File: config.mk
export PLATFORM = sky130hd
export DESIGN_NAME = uart_tx_arbiter_flat
export DESIGN_NICKNAME = d
export VERILOG_FILES = /design/src/rtl/uart_tx_arbiter_pkg.sv /design/src/rtl/uart_tx_arbiter_if.sv /design/src/rtl/uart_tx_arbiter_rr.sv /design/src/rtl/uart_tx_arbiter.sv /design/src/flat_wrapper.sv
export SDC_FILE = /design/constraint.sdc
export NUM_CORES = 1
export LEC_CHECK = 0
export CAP_MARGIN = 20
export CORE_MARGIN = 2
export CORE_UTILIZATION = 38
export DETAILED_ROUTE_END_ITERATION = 8
export GPL_ROUTABILITY_DRIVEN = 0
export PLACE_DENSITY = 0.87
export SETUP_SLACK_MARGIN = 0.4
export SLEW_MARGIN = 40
export SYNTH_ARGS = -nofsm -noshare
export SYNTH_HDL_FRONTEND = slang
export SYNTH_SLANG_ARGS = --single-unit
File: constraint.sdc
create_clock -name clk -period 6 [get_ports clk]
set_clock_uncertainty 0.2 [all_clocks]
set_input_delay 0.6 -clock clk [delete_from_list [all_inputs] [get_ports clk]]
set_output_delay 0.6 -clock clk [all_outputs]
set_load 0.02 [all_outputs]
File: src/rtl/uart_tx_arbiter_pkg.sv
// +--------------------------------------------------------------------------+
// | uart_pkg : UART register map, CONF bit positions and arbiter FSM states. |
// | Rev 1.0                                                                  |
// +--------------------------------------------------------------------------+
`default_nettype none

package uart_pkg;

  localparam int c_UART_DATA_OFS = 'h0;
  localparam int c_UART_CONF_OFS = 'h4;

  localparam int c_CONF_RX_FULL  = 2;
  localparam int c_CONF_RX_EMPTY = 3;
  localparam int c_CONF_TX_FULL  = 4;
  localparam int c_CONF_TX_EMPTY = 5;
  localparam int c_CONF_RX_ERR   = 31;

  localparam logic [1:0] c_RESP_OKAY = 2'b00;

  typedef enum logic [2:0] {
    ST_IDLE    = 3'd0,
    ST_POLL_AR = 3'd1,
    ST_POLL_R  = 3'd2,
    ST_WR      = 3'd3,
    ST_WR_B    = 3'd4
  } tx_state_t;

endpackage

`default_nettype wire

File: src/rtl/uart_tx_arbiter_if.sv
// +--------------------------------------------------------------------------+
// | axi4_lite : AXI4-Lite channel bundle with master/slave modports.         |
// | Rev 1.0                                                                  |
// +--------------------------------------------------------------------------+
`default_nettype none

interface axi4_lite #(
  parameter int WIDTH      = 32,
  parameter int ADDR_WIDTH = 3
);

  logic                    awvalid;
  logic                    awready;
  logic [ADDR_WIDTH-1:0]   awaddr;
  logic [2:0]              awprot;
  logic                    wvalid;
  logic                    wready;
  logic [WIDTH-1:0]        wdata;
  logic [WIDTH/8-1:0]      wstrb;
  logic                    bvalid;
  logic                    bready;
  logic [1:0]              bresp;
  logic                    arvalid;
  logic                    arready;
  logic [ADDR_WIDTH-1:0]   araddr;
  logic [2:0]              arprot;
  logic                    rvalid;
  logic                    rready;
  logic [WIDTH-1:0]        rdata;
  logic [1:0]              rresp;

  modport master (
    output awvalid, awaddr, awprot, wvalid, wdata, wstrb, bready,
           arvalid, araddr, arprot, rready,
    input  awready, wready, bvalid, bresp, arready, rvalid, rdata, rresp
  );

  modport slave (
    input  awvalid, awaddr, awprot, wvalid, wdata, wstrb, bready,
           arvalid, araddr, arprot, rready,
    output awready, wready, bvalid, bresp, arready, rvalid, rdata, rresp
  );

endinterface

`default_nettype wire

File: src/rtl/uart_tx_arbiter_rr.sv
// +--------------------------------------------------------------------------+
// | rr_arbiter : round-robin one-hot grant, pointer advances on accept.      |
// | Rev 1.0                                                                  |
// +--------------------------------------------------------------------------+
`default_nettype none

module rr_arbiter #(
  parameter  int N_REQ  = 4,
  localparam int c_ID_W = $clog2(N_REQ)
) (
  input  wire logic              clk,
  input  wire logic              rst,
  input  wire logic [N_REQ-1:0]  req,
  input  wire logic              accept,
  output logic      [N_REQ-1:0]  grant,
  output logic      [c_ID_W-1:0] grant_idx
);

  logic [c_ID_W-1:0] r_ptr;
  logic [c_ID_W:0]   w_sum;
  logic [c_ID_W-1:0] w_cand;
  logic              w_found;

  // Scan from the pointer upward, wrapping modulo N_REQ; first requester wins.
  always_comb begin
    grant     = '0;
    grant_idx = '0;
    w_found   = 1'b0;
    w_sum     = '0;
    w_cand    = '0;
    for (int off = 0; off < N_REQ; off++) begin
      w_sum = {1'b0, r_ptr} + (c_ID_W+1)'(off);
      if (w_sum >= (c_ID_W+1)'(N_REQ)) begin
        w_sum = w_sum - (c_ID_W+1)'(N_REQ);
      end
      w_cand = w_sum[c_ID_W-1:0];
      if (!w_found && req[w_cand]) begin
        w_found       = 1'b1;
        grant[w_cand] = 1'b1;
        grant_idx     = w_cand;
      end
    end
  end

  always_ff @(posedge clk) begin
    if (rst) begin
      r_ptr <= '0;
    end else if (accept) begin
      r_ptr <= (grant_idx == c_ID_W'(N_REQ - 1)) ? '0 : grant_idx + 1'b1;
    end
  end

endmodule

`default_nettype wire

File: src/rtl/uart_tx_arbiter.sv
// +--------------------------------------------------------------------------+
// | uart_tx_arbiter : grants byte requesters round-robin and pushes each     |
// | byte to an AXI4-Lite UART after polling CONF.TX_FULL.   Rev 1.0          |
// +--------------------------------------------------------------------------+
`default_nettype none

module uart_tx_arbiter
  import uart_pkg::*;
#(
  parameter  int WIDTH      = 32,
  parameter  int ADDR_WIDTH = 3,
  parameter  int N_REQ      = 4,
  localparam int c_ID_W     = $clog2(N_REQ),
  localparam int c_STRB_W   = WIDTH / 8
) (
  input  wire logic                  clk,
  input  wire logic                  rst,
  input  wire logic [N_REQ-1:0]      req_valid,
  input  wire logic [N_REQ-1:0][7:0] req_data,
  output logic      [N_REQ-1:0]      req_ready,
  output logic                       busy,
  output logic      [c_ID_W-1:0]     grant_id,
  output logic                       err,
  axi4_lite.master                   axi
);

  tx_state_t         r_state;
  tx_state_t         w_state_next;
  logic [7:0]        r_byte;
  logic [c_ID_W-1:0] r_grant_id;
  logic              r_err;
  logic              r_aw_done;
  logic              r_w_done;

  logic [N_REQ-1:0]  w_gnt;
  logic [c_ID_W-1:0] w_gnt_idx;
  logic              w_accept;
  logic              w_aw_hs;
  logic              w_w_hs;
  logic              w_r_bad;
  logic              w_b_bad;

  assign w_accept = (r_state == ST_IDLE) && (|req_valid);

  rr_arbiter #(
    .N_REQ (N_REQ)
  ) u_rr_arbiter (
    .clk       (clk),
    .rst       (rst),
    .req       (req_valid),
    .accept    (w_accept),
    .grant     (w_gnt),
    .grant_idx (w_gnt_idx)
  );

  // Every valid is a pure decode of registered state, so rst drops it next edge.
  assign axi.arvalid = (r_state == ST_POLL_AR);
  assign axi.araddr  = ADDR_WIDTH'(c_UART_CONF_OFS);
  assign axi.arprot  = 3'b000;
  assign axi.rready  = (r_state == ST_POLL_R);
  assign axi.awvalid = (r_state == ST_WR) && !r_aw_done;
  assign axi.awaddr  = ADDR_WIDTH'(c_UART_DATA_OFS);
  assign axi.awprot  = 3'b000;
  assign axi.wvalid  = (r_state == ST_WR) && !r_w_done;
  assign axi.wdata   = {{(WIDTH-8){1'b0}}, r_byte};
  assign axi.wstrb   = c_STRB_W'(1);
  assign axi.bready  = (r_state == ST_WR_B);

  assign w_aw_hs = axi.awvalid && axi.awready;
  assign w_w_hs  = axi.wvalid && axi.wready;
  assign w_r_bad = axi.rvalid && (axi.rresp != c_RESP_OKAY);
  assign w_b_bad = axi.bvalid && (axi.bresp != c_RESP_OKAY);

  assign req_ready = w_accept ? w_gnt : '0;
  assign busy      = (r_state != ST_IDLE);
  assign grant_id  = r_grant_id;
  assign err       = r_err;

  always_comb begin
    w_state_next = r_state;
    case (r_state)
      ST_IDLE: begin
        if (w_accept) w_state_next = ST_POLL_AR;
      end
      ST_POLL_AR: begin
        if (axi.arready) w_state_next = ST_POLL_R;
      end
      ST_POLL_R: begin
        if (axi.rvalid) begin
          if (w_r_bad || axi.rdata[c_CONF_TX_FULL]) w_state_next = ST_POLL_AR;
          else                                      w_state_next = ST_WR;
        end
      end
      ST_WR: begin
        if ((r_aw_done || w_aw_hs) && (r_w_done || w_w_hs)) w_state_next = ST_WR_B;
      end
      ST_WR_B: begin
        if (axi.bvalid) w_state_next = ST_IDLE;
      end
      default: w_state_next = ST_IDLE;
    endcase
  end

  always_ff @(posedge clk) begin
    if (rst) begin
      r_state    <= ST_IDLE;
      r_byte     <= '0;
      r_grant_id <= '0;
      r_err      <= 1'b0;
      r_aw_done  <= 1'b0;
      r_w_done   <= 1'b0;
    end else begin
      r_state <= w_state_next;
      if (w_accept) begin
        r_byte     <= req_data[w_gnt_idx];
        r_grant_id <= w_gnt_idx;
        r_aw_done  <= 1'b0;
        r_w_done   <= 1'b0;
      end
      if (w_aw_hs) r_aw_done <= 1'b1;
      if (w_w_hs)  r_w_done  <= 1'b1;
      if ((r_state == ST_POLL_R && w_r_bad) || (r_state == ST_WR_B && w_b_bad)) begin
        r_err <= 1'b1;
      end
    end
  end

endmodule

`default_nettype wire

File: src/flat_wrapper.sv
// flat-port wrapper written by rule: the top's interface ports become plain ports
module uart_tx_arbiter_flat import uart_pkg::*;
#(
  parameter  int WIDTH      = 32,
  parameter  int ADDR_WIDTH = 3,
  parameter  int N_REQ      = 4,
  localparam int c_ID_W     = $clog2(N_REQ),
  localparam int c_STRB_W   = WIDTH / 8
)
  (clk, rst, req_valid, req_data, req_ready, busy, grant_id, err, axi_awvalid, axi_awaddr, axi_awprot, axi_wvalid, axi_wdata, axi_wstrb, axi_bready, axi_arvalid, axi_araddr, axi_arprot, axi_rready, axi_awready, axi_wready, axi_bvalid, axi_bresp, axi_arready, axi_rvalid, axi_rdata, axi_rresp);
  axi4_lite #(.WIDTH(WIDTH), .ADDR_WIDTH(ADDR_WIDTH)) axi_i ();
  input  wire logic clk;
  input  wire logic rst;
  input  wire logic [N_REQ-1:0] req_valid;
  input  wire logic [N_REQ-1:0][7:0] req_data;
  output logic      [N_REQ-1:0] req_ready;
  output logic busy;
  output logic      [c_ID_W-1:0] grant_id;
  output logic err;
  output wire logic [$bits(axi_i.awvalid)-1:0] axi_awvalid;
  output wire logic [$bits(axi_i.awaddr)-1:0] axi_awaddr;
  output wire logic [$bits(axi_i.awprot)-1:0] axi_awprot;
  output wire logic [$bits(axi_i.wvalid)-1:0] axi_wvalid;
  output wire logic [$bits(axi_i.wdata)-1:0] axi_wdata;
  output wire logic [$bits(axi_i.wstrb)-1:0] axi_wstrb;
  output wire logic [$bits(axi_i.bready)-1:0] axi_bready;
  output wire logic [$bits(axi_i.arvalid)-1:0] axi_arvalid;
  output wire logic [$bits(axi_i.araddr)-1:0] axi_araddr;
  output wire logic [$bits(axi_i.arprot)-1:0] axi_arprot;
  output wire logic [$bits(axi_i.rready)-1:0] axi_rready;
  input wire logic [$bits(axi_i.awready)-1:0] axi_awready;
  input wire logic [$bits(axi_i.wready)-1:0] axi_wready;
  input wire logic [$bits(axi_i.bvalid)-1:0] axi_bvalid;
  input wire logic [$bits(axi_i.bresp)-1:0] axi_bresp;
  input wire logic [$bits(axi_i.arready)-1:0] axi_arready;
  input wire logic [$bits(axi_i.rvalid)-1:0] axi_rvalid;
  input wire logic [$bits(axi_i.rdata)-1:0] axi_rdata;
  input wire logic [$bits(axi_i.rresp)-1:0] axi_rresp;
  assign axi_awvalid = axi_i.awvalid;
  assign axi_awaddr = axi_i.awaddr;
  assign axi_awprot = axi_i.awprot;
  assign axi_wvalid = axi_i.wvalid;
  assign axi_wdata = axi_i.wdata;
  assign axi_wstrb = axi_i.wstrb;
  assign axi_bready = axi_i.bready;
  assign axi_arvalid = axi_i.arvalid;
  assign axi_araddr = axi_i.araddr;
  assign axi_arprot = axi_i.arprot;
  assign axi_rready = axi_i.rready;
  assign axi_i.awready = axi_awready;
  assign axi_i.wready = axi_wready;
  assign axi_i.bvalid = axi_bvalid;
  assign axi_i.bresp = axi_bresp;
  assign axi_i.arready = axi_arready;
  assign axi_i.rvalid = axi_rvalid;
  assign axi_i.rdata = axi_rdata;
  assign axi_i.rresp = axi_rresp;
  uart_tx_arbiter #(.WIDTH(WIDTH), .ADDR_WIDTH(ADDR_WIDTH), .N_REQ(N_REQ)) u_core (.clk(clk), .rst(rst), .req_valid(req_valid), .req_data(req_data), .req_ready(req_ready), .busy(busy), .grant_id(grant_id), .err(err), .axi(axi_i));
endmodule
== Word-level counts from Yosys, hierarchy flattened ==
Cells that the tools add are included.
W data, S select, Z words.

* Bits in registers: 18
* Input bits: 79

* Muxes and demuxes: 45
* $lt $le $gt $ge: 13
* Bitwise gates (word level): 3
* Reduce and logical (&&, ||, !) cells: 34
* Equality and inequality tests: 10
* Add/subtract/negate cells: 8

{| class="wikitable"
|+ Operators with widths
! kind !! number
|-
| $mux W2 || 10
|-
| $mux W4 || 5
|-
| $logic_and A1 B1 Y1 || 17
|-
| $bmux W8 S2 || 1
|-
| $lt A2 B3 Y1 const B || 5
|-
| $mux W3 || 5
|-
| $pmux W3 S5 || 1
|-
| $mux W1 || 14
|-
| $or A4 B4 Y4 || 3
|-
| $ge A3 B3 Y1 const B || 3
|-
| $bmux W1 S2 || 4
|-
| $demux W1 S2 || 4
|-
| $ge A2 B1 Y1 const B || 4
|-
| $mux W8 || 1
|-
| $ne A2 B1 Y1 const B || 4
|-
| $reduce_bool A2 Y1 || 4
|-
| $sub A2 B1 Y2 const B || 4
|-
| $add A2 B2 Y3 const B || 2
|-
| $eq A3 B2 Y1 const B || 2
|-
| $logic_not A1 Y1 || 5
|-
| $reduce_and A5 Y1 || 1
|-
| $logic_or A1 B1 Y1 || 4
|-
| $reduce_or A4 Y1 || 1
|-
| $add A2 B1 Y3 const B || 1
|-
| other kinds (8) || 8
|}

== Depth between registers and ports, before layout ==
* Depth in word-level cells: 16
* Depth in mapped cells: 12
* Gate-level depth less buffers: 9

== By module ==
From an unflattened synthesis, not the netlist that was laid out.

* Cells, all modules: 200
* Area total of the unflattened synthesis: 1,757.9 sq um

{| class="wikitable"
|+ By module, submodules not included
! module !! area each (sq um) !! times used !! cells each
|-
| uart_tx_arbiter || 1,273.7 || 1 || 149
|-
| rr_arbiter || 484.2 || 1 || 51
|}

== Worst setup path before layout ==
No wires, ideal clock.

* Path type: register to output
* Start point: reg u_core.u_rr_arbiter.r_ptr[0]
* End point: out req_ready[0]
* Data arrival time: 2,609 ps
* Setup slack: 2,591 ps
* Cell stages (with the launch flop): 10
* Path through: dfxtp_1 buf_2 inv_1 ha_1 clkbuf_2 or3b_1 a2111o_1 o211ai_1 a221oi_1 nor2_1

* Longest elaborated chain between the ends: 15
* Elaborated cells between the ends (all ways): 60
* Classes of those cells: 7 x add/sub; 12 x order compare; 28 x mux; 3 x bitwise; 10 x reduce/logical

{| class="wikitable"
|+ Ends and longest elaborated chain
! item !! line !! source
|-
| start, declared || uart_tx_arbiter_rr.sv:19 || <nowiki>logic [c_ID_W-1:0] r_ptr;</nowiki>
|-
| start signal, assigned || uart_tx_arbiter_rr.sv:49 || <nowiki>r_ptr <= (grant_idx == c_ID_W'(N_REQ - 1)) ? '0 : grant_idx + 1'b1;</nowiki>
|-
| parallel branches: the longest is 13 deep, another holds $add A2 B1 Y3 || - ||
|-
| $mux W4 (*) || uart_tx_arbiter_rr.sv:37 || <nowiki>if (!w_found && req[w_cand]) begin</nowiki>
|-
| $mux W4 (*) || uart_tx_arbiter.sv:74 || <nowiki>assign req_ready = w_accept ? w_gnt : '0;</nowiki>
|-
| end, declared || flat_wrapper.sv:16 || <nowiki>output logic [N_REQ-1:0] req_ready;</nowiki>
|}

Mark *: on every way between the ends. The select of a mux whose other input is x is not followed.

== Worst setup path after layout ==
* Start point: reg u_core.u_rr_arbiter.r_ptr[0]
* End point: out req_ready[1]

The elaborated chain is that of the path after synthesis.

==> flow_summary.json <==
{
  "status": "complete, no violations",
  "path_clk_slew_ns": 0.07,
  "drive_above_1_share_pct": 5.80,
  "critPathKind": "flop to output pin",
  "async_reset_ff_share_pct": 0,
  "crit_path_start_kind": "flop",
  "vias": 1723,
  "cts.sinks": 18,
  "grtUsageTotal_pct": 14.9,
  "drc_errors": 0,
  "crit_buf_inv": 2,
  "drt-total-wl_um": 4290,
  "cts-resized-gates": 0,
  "fp-row-count": 26,
  "endpoint_kind": "output pin",
  "slowest_delay_ns": 0.77,
  "core_um2": 5040,
  "io-pin-count": 140,
  "die_y_um": 75.7,
  "maxSlewViolCount": 0,
  "n_fill_cell": 457,
  "slowest_stage": "dfxtp_1",
  "power.density_nw_per_um2": 406,
  "min_period_ns": 4.50,
  "drtIter0Drc": 86,
  "max_cap_violations": 0,
  "ys_seq_area_share_pct": 18.4,
  "crit_family": "buffers and inverters",
  "postCtsSetupRepairBufs": 0,
  "cts_hold_buf": 0,
  "fmax_mhz": 222,
  "fin_crit_sh_pct": 75.1,
  "vias_per_cell": 4.75,
  "grt_pass1_wl_um": 6820,
  "dieArea_um2": 5740,
  "p_leak_nw": 1.01,
  "io_buffer_count": 68,
  "tns_ns": 0,
  "ys_types": 47,
  "rsz0062_at_grt": "no",
  "clock_latency_ns": 0.25,
  "area_growth_pct": 29.6,
  "finalSetupViolations": 0,
  "cp.arrival_ns": 3.70,
  "synth.avg_cell_area_um2": 8.22,
  "diodes": 0,
  "hold_violations": 0,
  "cts_tree": "built",
  "grt_overflow": 0,
  "p_total_mw": 1.03,
  "first_pass_iters": 4,
  "wl_per_cell_um": 11.8,
  "cts-root-buf": "clkbuf_8",
  "cts_max_path_buffers": 2,
  "crit_fanout": 17,
  "crit_chain": "inv_1, ha_1, or2b_1, or4_4, o211ai_1, a221oi_1, nor2_1, clkdlybuf4s50_1",
  "tightest_slew_ns": 0.701,
  "antenna_left": 0,
  "syn_area_um2": 1960,
  "antenna_found_initial": 0,
  "synth-seq-cells": 18,
  "grt_start_max_net_pins": 28,
  "hold_path.class": "flop to flop",
  "relSlewSlack_pct": 53.2,
  "start_util_pct": 38.8,
  "irDropWorstVdd_mv": 0.165,
  "hpwl_um": 3280,
  "synth_edf_count": 0,
  "grt_pass1_vias": 1550,
  "nNetsFinal": 382,
  "numCtsBuffers": 3,
  "synth_flop_cell": "dfxtp_1",
  "syn_inst": 238,
  "critPathRequiredTime_ns": 5.20,
  "die_width_um": 75.7,
  "htreeDepth": 1,
  "ys_warn_count": 0
}
## layout make-up
class | instances | area (µm²) | area share (%)
clock buffers | 4 | 55.1 | 2.17
inverters | 6 | 22.5 | 0.888
multi-input cells | 197 | 1330 | 52.6
flip-flops and latches | 18 | 360 | 14.2
well taps | 70 | 87.6 | 3.46
repair buffers | 68 | 676 | 26.7
## through the flow
| stage | hold WS [ns] | cells | instance area [µm²] | setup WS, ns | utilization (%) |
|---|---|---|---|---|---|
| final | 0.287 | 363 | 2530 | 1.50 | 50.3 |
| after floorplan | 0.306 | 276 | 2100 | 2.59 | - |
| after detailed placement | 0.283 | 359 | 2480 | 1.78 | 49.2 |
| after CTS | 0.295 | 363 | 2530 | 1.50 | 50.3 |
| after global routing | 0.306 | 363 | 2530 | 1.21 | 50.3 |
| after global placement | 0.270 | 359 | 2480 | 1.85 | 49.3 |
## kinds of logic after synthesis
group | Yosys count | synth area share [%]
simple gates | 80 | 22.5
buf+inv | 61 | 20.7
compound gates | 48 | 20.6
mux | 20 | 11.7
flops | 18 | 18.4
fa+ha+maj | 9 | 5.76
other cells | 2 | 0.384
## state kept, by name, summed over array words and instances (netlist names)
register	count
u_core.err	1
u_core.grant_id	2
u_core.r_aw_done	1
u_core.r_byte	8
u_core.r_state	3
u_core.r_w_done	1
u_core.u_rr_arbiter.r_ptr	2
## worst paths after layout
kind,slack [ns],start,to,depth (start not counted)
min reg2reg,0.29,u_core.grant_id[1]$_SDFFE_PP0P_,u_core.grant_id[1]$_SDFFE_PP0P_,2
min,0.29,u_core.grant_id[1]$_SDFFE_PP0P_,u_core.grant_id[1]$_SDFFE_PP0P_,2
max,1.50,u_core.u_rr_arbiter.r_ptr[0]$_SDFFE_PP0P_,req_ready[1],8
max reg2reg,2.37,u_core.u_rr_arbiter.r_ptr[0]$_SDFFE_PP0P_,u_core.u_rr_arbiter.r_ptr[0]$_SDFFE_PP0P_,8
## layer usage
| metal | global-route usage [%] | up-vias | routed length (µm) |
|---|---|---|---|
| li1 | - | 870 | - |
| met1 | 18.5 | 777 | 1750 |
| met2 | 26.4 | 74 | 2190 |
| met3 | 3.97 | 2 | 340 |
| met4 | 1.75 | 0 | 10 |
| met5 | 0 | - | 0 |
## cells in the mapped netlist (all sizes together) (2+ instances only)
| library cell | n | share of area, % |
|---|---|---|
| nand2b | 4 | 1.3 |
| conb | 2 | 0.38 |
| or4 | 2 | 1.0 |
| nor2b | 18 | 6.1 |
| mux2i | 18 | 9.2 |
| o21ai | 5 | 1.5 |
| nand2 | 10 | 2.3 |
| a221oi | 12 | 5.4 |
| a32oi | 2 | 1.9 |
| buf | 45 | 17 |
| dfxtp | 18 | 18 |
| nor3b | 4 | 1.5 |
| o211ai | 3 | 1.2 |
| a21oi | 13 | 3.9 |
| nor3 | 3 | 0.77 |
| ha | 9 | 5.8 |
| inv | 6 | 1.2 |
| a22oi | 4 | 1.5 |
| clkbuf | 10 | 2.1 |
| nor2 | 28 | 5.4 |
| nand3b | 5 | 1.9 |
| mux4 | 2 | 2.5 |
## report_power, final
group          switching, mW  total (mW)  leakage (nW)  internal, mW
Clock                 0.0391      0.0973        0.0288        0.0582
Combinational          0.394       0.721         0.828         0.327
Sequential            0.0483       0.210         0.149         0.162
Total                  0.481        1.03          1.01         0.547
## cells in the final DEF, fill, tap and decap left out, types with 3 or more instances in the layout
cell type / count
nand3b_1: 5
nor2_1: 28
clkdlybuf4s50_1: 67
nand2_1: 9
a21oi_1: 12
clkbuf_8: 4
nor3b_1: 4
ha_1: 9
nor2b_1: 17
a22oi_1: 4
nand2b_1: 4
o21ai_0: 4
inv_1: 6
mux2i_1: 18
nor3_1: 3
a221oi_1: 12
o211ai_1: 3
dfxtp_1: 18
conb_1: 40
## worst register-to-register path: cells and delay by family (launching register included)
family / cells / cell delay (ns)
muxes: 1 / 0.49
DFF: 1 / 0.77
buffers and inverters: 1 / 0.25
adders and majority gates: 2 / 0.80
and+or+nand+nor: 2 / 0.61
AOI/OAI and AO/OA: 2 / 0.45
Power figures use the tool's default switching activity.
